==> config.mk <==
export PLATFORM = sky130hd
export DESIGN_NAME = phy_rx_deserializer
export DESIGN_NICKNAME = d
export VERILOG_FILES = /design/src/rtl/phy_rx_deserializer.sv
export SDC_FILE = /design/constraint.sdc
export NUM_CORES = 1
export LEC_CHECK = 0
export ABC_AREA = 1
export ABC_CLOCK_PERIOD_IN_PS = 3700
export CORE_MARGIN = 2
export CORE_UTILIZATION = 45
export CTS_CLUSTER_DIAMETER = 200
export CTS_CLUSTER_SIZE = 8
export DETAILED_ROUTE_END_ITERATION = 10
export DONT_BUFFER_PORTS = 1
export PLACE_DENSITY = 0.57
export SLEW_MARGIN = 15
export SYNTH_ARGS = -nofsm -noshare
export SYNTH_HDL_FRONTEND = slang
export SYNTH_SLANG_ARGS = --single-unit
==> constraint.sdc <==
create_clock -name clk_32f -period 3.7 [get_ports clk_32f]
set_clock_uncertainty 0.05 [all_clocks]
set_input_delay 0.74 -clock clk_32f [delete_from_list [all_inputs] [get_ports clk_32f]]
set_output_delay 0.74 -clock clk_32f [all_outputs]
set_load 0.01 [all_outputs]
==> src/rtl/phy_rx_deserializer.sv <==
// phy_rx_deserializer
// Serial-to-parallel lane receiver. It hunts for a comma symbol to find word
// alignment, confirms it over LOCK_COUNT aligned commas, and then delivers
// words with one-cycle valid pulses. While locked it counts commas that land
// off the word grid and drops back to hunting after LOSS_COUNT in a row.
module phy_rx_deserializer #(
  parameter int               WIDTH      = 8,
  parameter logic [WIDTH-1:0] COMMA      = 8'hBC,
  parameter int               LOCK_COUNT = 4,
  parameter int               LOSS_COUNT = 4
) (
  input  logic             clk_32f,
  input  logic             default_values,
  input  logic             data_in,
  output logic             active,
  output logic             valid,
  output logic [WIDTH-1:0] data_out,
  output logic             err,
  output logic [1:0]       lock_state
);

  localparam int BCW = $clog2(WIDTH);
  localparam int CCW = $clog2(LOCK_COUNT) + 1;
  localparam int MCW = $clog2(LOSS_COUNT) + 1;

  localparam logic [BCW-1:0] LAST_BIT = BCW'(WIDTH - 1);
  localparam logic [CCW-1:0] LOCK_LIM = CCW'(LOCK_COUNT);
  localparam logic [MCW-1:0] LOSS_LIM = MCW'(LOSS_COUNT);

  localparam logic [1:0] ST_HUNT   = 2'd0;
  localparam logic [1:0] ST_SYNC   = 2'd1;
  localparam logic [1:0] ST_LOCKED = 2'd2;

  logic [WIDTH-1:0] r_sr;
  logic [BCW-1:0]   r_bitCnt;
  logic [CCW-1:0]   r_commaCnt;
  logic [MCW-1:0]   r_missCnt;
  logic [1:0]       r_state;
  logic             r_active;
  logic             r_valid;
  logic             r_err;
  logic [WIDTH-1:0] r_dataOut;

  logic             w_isComma;
  logic             w_lastBit;
  logic [BCW-1:0]   w_bitNext;
  logic [CCW-1:0]   w_commaNext;
  logic [MCW-1:0]   w_missNext;

  // All decisions look at the shift register as it stood before the edge.
  assign w_isComma   = (r_sr == COMMA);
  assign w_lastBit   = (r_bitCnt == LAST_BIT);
  assign w_bitNext   = w_lastBit ? '0 : (r_bitCnt + BCW'(1));
  assign w_commaNext = r_commaCnt + CCW'(1);
  assign w_missNext  = r_missCnt + MCW'(1);

  // Serial bits enter at the LSB so the oldest bit ends up at the MSB.
  always_ff @(posedge clk_32f) begin
    if (default_values) begin
      r_sr <= '0;
    end else begin
      r_sr <= {r_sr[WIDTH-2:0], data_in};
    end
  end

  // Alignment FSM: bit counter, comma/miss counters, word capture and pulses.
  always_ff @(posedge clk_32f) begin
    if (default_values) begin
      r_bitCnt   <= '0;
      r_commaCnt <= '0;
      r_missCnt  <= '0;
      r_state    <= ST_HUNT;
      r_active   <= 1'b0;
      r_valid    <= 1'b0;
      r_err      <= 1'b0;
      r_dataOut  <= '0;
    end else begin
      r_bitCnt <= w_bitNext;
      r_valid  <= 1'b0;
      r_err    <= 1'b0;
      case (r_state)
        ST_HUNT: begin
          if (w_isComma) begin
            r_bitCnt   <= '0;
            r_commaCnt <= CCW'(1);
            r_dataOut  <= r_sr;
            if (LOCK_COUNT == 1) begin
              r_state  <= ST_LOCKED;
              r_active <= 1'b1;
            end else begin
              r_state <= ST_SYNC;
            end
          end
        end
        ST_SYNC: begin
          if (w_lastBit) begin
            if (w_isComma) begin
              r_commaCnt <= w_commaNext;
              r_dataOut  <= r_sr;
              if (w_commaNext == LOCK_LIM) begin
                r_state  <= ST_LOCKED;
                r_active <= 1'b1;
              end
            end else begin
              r_state    <= ST_HUNT;
              r_commaCnt <= '0;
            end
          end else if (w_isComma) begin
            r_bitCnt   <= '0;
            r_commaCnt <= CCW'(1);
          end
        end
        ST_LOCKED: begin
          if (w_lastBit) begin
            r_dataOut <= r_sr;
            if (w_isComma) begin
              r_missCnt <= '0;
            end else begin
              r_valid <= 1'b1;
            end
          end else if (w_isComma) begin
            r_err     <= 1'b1;
            r_missCnt <= w_missNext;
            if (w_missNext == LOSS_LIM) begin
              r_state    <= ST_HUNT;
              r_active   <= 1'b0;
              r_commaCnt <= '0;
              r_missCnt  <= '0;
              r_valid    <= 1'b0;
            end
          end
        end
        default: begin
          r_state  <= ST_HUNT;
          r_active <= 1'b0;
        end
      endcase
    end
  end

  assign active     = r_active;
  assign valid      = r_valid;
  assign data_out   = r_dataOut;
  assign err        = r_err;
  assign lock_state = r_state;

endmodule

After elaboration in Yosys (flattened, before gate mapping)
Cells that the tools add are included.
Storage, ports and cells
  register bits after elaboration: 30
  logic and storage cells: 75
Operators by class
  add/subtract/negate cells: 3
  equal/unequal tests: 15
  multiplexer cells: 36
  bitwise operators: 3
  reduce and logical (&&, ||, !) cells: 9
Operators by type and width (number)
  $mux 3: 13
  $mux 8: 3
  $pmux 8 s3: 1
  $ne 2x2->1 const B: 8
  $mux 2: 7
  $add 3x1->3 const B: 3
  $eq 3x3->1 const B: 3
  $pmux 3 s3: 1
  $eq 8x8->1 const B: 1
  $mux 1: 8
  $reduce_and 7->1: 1
  $pmux 2 s3: 1
  $pmux 3 s2: 1
  $reduce_and 6->1: 1
  $reduce_or 3->1: 2
  $reduce_and 4->1: 1
  $ne 3x3->1 const B: 1
  $not 1->1: 3
  $pmux 1 s3: 1
  $reduce_and 3->1: 1
  $reduce_bool 3->1: 1
  $eq 2x1->1 const B: 1
  $eq 2x2->1 const B: 1
  $logic_not 2->1: 1
  $reduce_and 2->1: 1

Depth between registers and ports, before layout
  depth in word-level cells: 6
  mapped depth: 11
  mapped depth without buffers: 11

Worst setup path after synthesis
Ideal clock, no wire load.
  path kind: flip-flop to flip-flop
  start: reg r_state[0], in the netlist lock_state[0]
  end: reg r_state[1], in the netlist lock_state[1]
  library setup time: 62 ps
  data arrival time: 1483 ps
  required time: 3588 ps
  slack: 2105 ps
  stages on the path, launching flop included: 11
  buffers on the path: 1
  path through: dfxtp_1 > inv_1 > ha_1 > clkbuf_2 > nand2_1 > nand2_1 > nor2_4 > nand3_2 > nand2_1 > inv_1 > nor2_2
Between the ends
  longest elaborated chain between the ends: 3
RTL lines
  from (decl): line 38  | logic [1:0] r_state;
  from (signal assigned): line 72  | r_state <= ST_HUNT;
  from (signal assigned): line 88  | r_state <= ST_LOCKED;
  from (signal assigned): line 91  | r_state <= ST_SYNC;
  $eq 2x1->1 (tied with other cells): line 81  | case (r_state)
  $ne 3x3->1 (no line) or $ne 2x2->1 (tied branches)
  $reduce_and 6->1 (no line)
Parallel ways exist; a longest one is shown, timed or not.
A chain may end at the register's enable or synchronous reset.

Worst setup path in the final report
  start: reg r_state[1], in the netlist lock_state[1]
  end: reg r_dataOut[0], in the netlist data_out[0]
Between the ends
  longest elaborated chain between the ends: 3
RTL lines
  $eq 2x2->1 (tied with other cells): line 81
  $ne 2x2->1 (no line) or $reduce_bool 3->1 (tied branches)
  $reduce_and 3->1 (no line)
  to (signal assigned): line 86  | r_dataOut <= r_sr;
  to (signal assigned): line 99  | r_dataOut <= r_sr;
  to (signal assigned): line 115  | r_dataOut <= r_sr;
  to (decl): line 42  | logic [WIDTH-1:0] r_dataOut;
Parallel ways exist; a longest one is shown, timed or not.

==> impl_results.rst <==
.. list-table::
   :header-rows: 1

   * - Metric
     - Value
   * - Outcome
     - finished clean
   * - Pins over their slew limit
     - 0
   * - TritonCTS Sinks
     - 30
   * - Avg Vias per Cell
     - 4.93
   * - Critical path startpoint category
     - flop
   * - Unique cell type count in the Yosys netlist
     - 24
   * - PnR Total Power
     - 776 uW
   * - Detailed-route DRC error count
     - 0
   * - Crit path arrival time
     - 2.11 ns
   * - Final-stage net count
     - 216
   * - Die Wd
     - 61.2 um
   * - Total routing resource utilization after global routing
     - 18.7%
   * - IO Port Bufs
     - 0
   * - Leak Pwr
     - 0.000652 uW
   * - Maximum fanout along the worst path
     - 9
   * - Initial core utilization
     - 47.8%
   * - Clock edge transition at the registers on the reported setup and hold paths
     - 0.10 ns
   * - # Max-Cap Violations
     - 0
   * - TNS Setup
     - 0 ns
   * - Mean instance size in the synthesized netlist
     - 7.39 um2
   * - Detail-routed net length per standard cell
     - 11.9 um
   * - Prevailing post-synth register cell
     - dfxtp_1
   * - Pre-antenna DRT Iters
     - 4
   * - Final Cell Area
     - 1570 um2
   * - Setup fix buffers added after clock tree synthesis
     - 0
   * - Final estimated routing congestion in global placement
     - 0.947
   * - Sequential share of the synthesized area
     - 40.9%
   * - Worst-case headroom to the max-slew limit
     - 71.8%
   * - Ant. Diodes
     - 0
   * - Count of final setup violators
     - 0
   * - DPL Wire Length
     - 2.16 mm
   * - Number of H-tree branching levels
     - 2
   * - Top cell type's share of synthesized area
     - 40.9%
   * - Standard-cell rows
     - 20
   * - Post-Route WL
     - 2.96 mm
   * - Flop2flop setup slack
     - 1.77 ns
   * - Final critical delay including setup and external delays
     - 1.93 ns
   * - Maximum vdd drop
     - 229 uV
   * - CTS root buffer
     - clkbuf_4
   * - Maximum clock path buffer count
     - 2
   * - Hold buffer count at CTS
     - 0
   * - Cell Pwr Density
     - 493 nW/um2
   * - Async S/R FF share, synth
     - 0%
   * - Initial antenna violation count
     - 0
   * - Most numerous cell in the Yosys netlist
     - nand2_1
   * - Clock latency at the later pin of the worst-skew pair
     - 0.33 ns
   * - Fraction of final layout cells sized beyond drive strength 1
     - 11.8%
   * - Final hold violation count
     - 0
   * - Die H
     - 61.2 um
   * - Total gr overflow
     - 0
   * - Required time reported for the critical path endpoint
     - 3.88 ns
   * - Crit Path Category
     - reg2reg
   * - Fmax
     - 519 MHz
   * - Total placed instance area
     - 1510 um2
   * - Wire length of the first global-routing pass
     - 5.02 mm
   * - Num CTS Buffers
     - 5
   * - Worst hold path class
     - reg2reg
   * - DR vias
     - 1223
   * - Actual transition at the worst max-transition pin
     - 0.423 ns
   * - Critical Path Sink Type
     - flop
   * - Setup repair after global routing missed its margin
     - false
   * - Post-synth net total
     - 212
   * - Share of the cycle needed by the critical path after routing
     - 52.0%
   * - Leading area contributor after synthesis
     - dfxtp_1
   * - Syn Std Cell Area
     - 1470 um2
   * - Number of I/O pins
     - 16
   * - Iteration-0 DRC Markers
     - 31
   * - Cells after Synth
     - 199
   * - Number of global-route vias before repair
     - 1139
   * - Yosys Warn Count
     - 0
   * - Synthesis-to-finish area growth
     - 6.98%
   * - Post-cts gate resize count
     - 0
   * - Synthesized flop and latch total
     - 30
   * - Number of flops mapped to enable cells by yosys
     - 0
   * - Maximum number of pins on one net before global-route repair
     - 24
   * - Area of the placeable core
     - 3080 um2
   * - Top cells by area in the synthesized netlist
     - dfxtp_1, nand2_1, ha_1, inv_1, a21oi_1
   * - CTS tree
     - done
   * - Antenna-violating nets left
     - 0
   * - Top cell types by occurrence after synthesis
     - nand2_1, dfxtp_1, inv_1
   * - DIE AREA
     - 3740 um2
-- final cells by class --
class                      count  area, um2
clock buffer                   7       55.1
fill                         308       1510
sequential                    30        601
multi-input combinational    135        741
clock inverter                 1       5.00
tap                           44       55.1
inverter                      31        116
-- metal layers --
layer,GRT usage [%],up-vias,wire length [um]
met4,8.07,0,44
li1,-,639,-
met1,23.3,547,1360
met5,0,-,0
met2,27.8,33,1310
met3,8.40,4,243
-- path summary, 6_finish.rpt --
| kind | to | depth (start not counted) | start |
|---|---|---|---|
| worst min-delay path | r_sr[4] | 2 | r_sr[3] |
| worst min register to register | r_sr[4] | 2 | r_sr[3] |
| worst max-delay path | data_out[0] | 8 | lock_state[1] |
| worst max register to register | data_out[0] | 8 | lock_state[1] |
-- state kept, by name, indices dropped and copies added (netlist names) --
name,count
r_sr,8
r_bitCnt,3
valid,1
r_missCnt,3
lock_state,2
err,1
r_commaCnt,3
data_out,8
active,1
-- cells in the final DEF (no fill, tap or decap), drive strengths merged --
cell	instances
clkinv	3
nor3b	1
a21oi	19
inv	29
a211oi	1
nand4	3
dfxtp	30
nor4	2
nor2	24
nand3	21
o21ai	4
nand3b	1
nor3	2
ha	10
nand2	47
clkbuf	7
-- stage by stage --
| stage | cells | setup WS (ns) | hold slack [ns] | utilization, % |
|---|---|---|---|---|
| after floorplan | 199 | 2.11 | 0.367 | - |
| after global placement | 240 | 1.80 | 0.378 | 49.1 |
| after detailed placement | 240 | 1.80 | 0.385 | 49.1 |
| after CTS | 248 | 1.77 | 0.399 | 51.1 |
| after global routing | 248 | 1.57 | 0.386 | 51.1 |
| final | 248 | 1.77 | 0.402 | 51.1 |
-- power by group --
group          switching (uW)  internal [uW]
clock                     115           92.0
combinational             143           74.1
sequential               16.6            336
total                     274            502
-- critical path: stages (launching register included) --
cell and delay (ns):
dfxtp_1 0.46, inv_1 0.12, ha_1 0.30, nand2_1 0.13, inv_1 0.08, nor2_2 0.32, nand2_2 0.20, nand2_1 0.10
a21oi_1 0.06
-- kinds of logic after synthesis --
| kind of cell | share of synthesized area, % |
|---|---|
| and+or+nand+nor | 32.5 |
| buffers and inverters | 8.77 |
| DFF | 40.9 |
| AOI/OAI and AO/OA | 9.36 |
| adders and majority gates | 8.51 |
No activity file was read; power rests on OpenSTA's default activity.
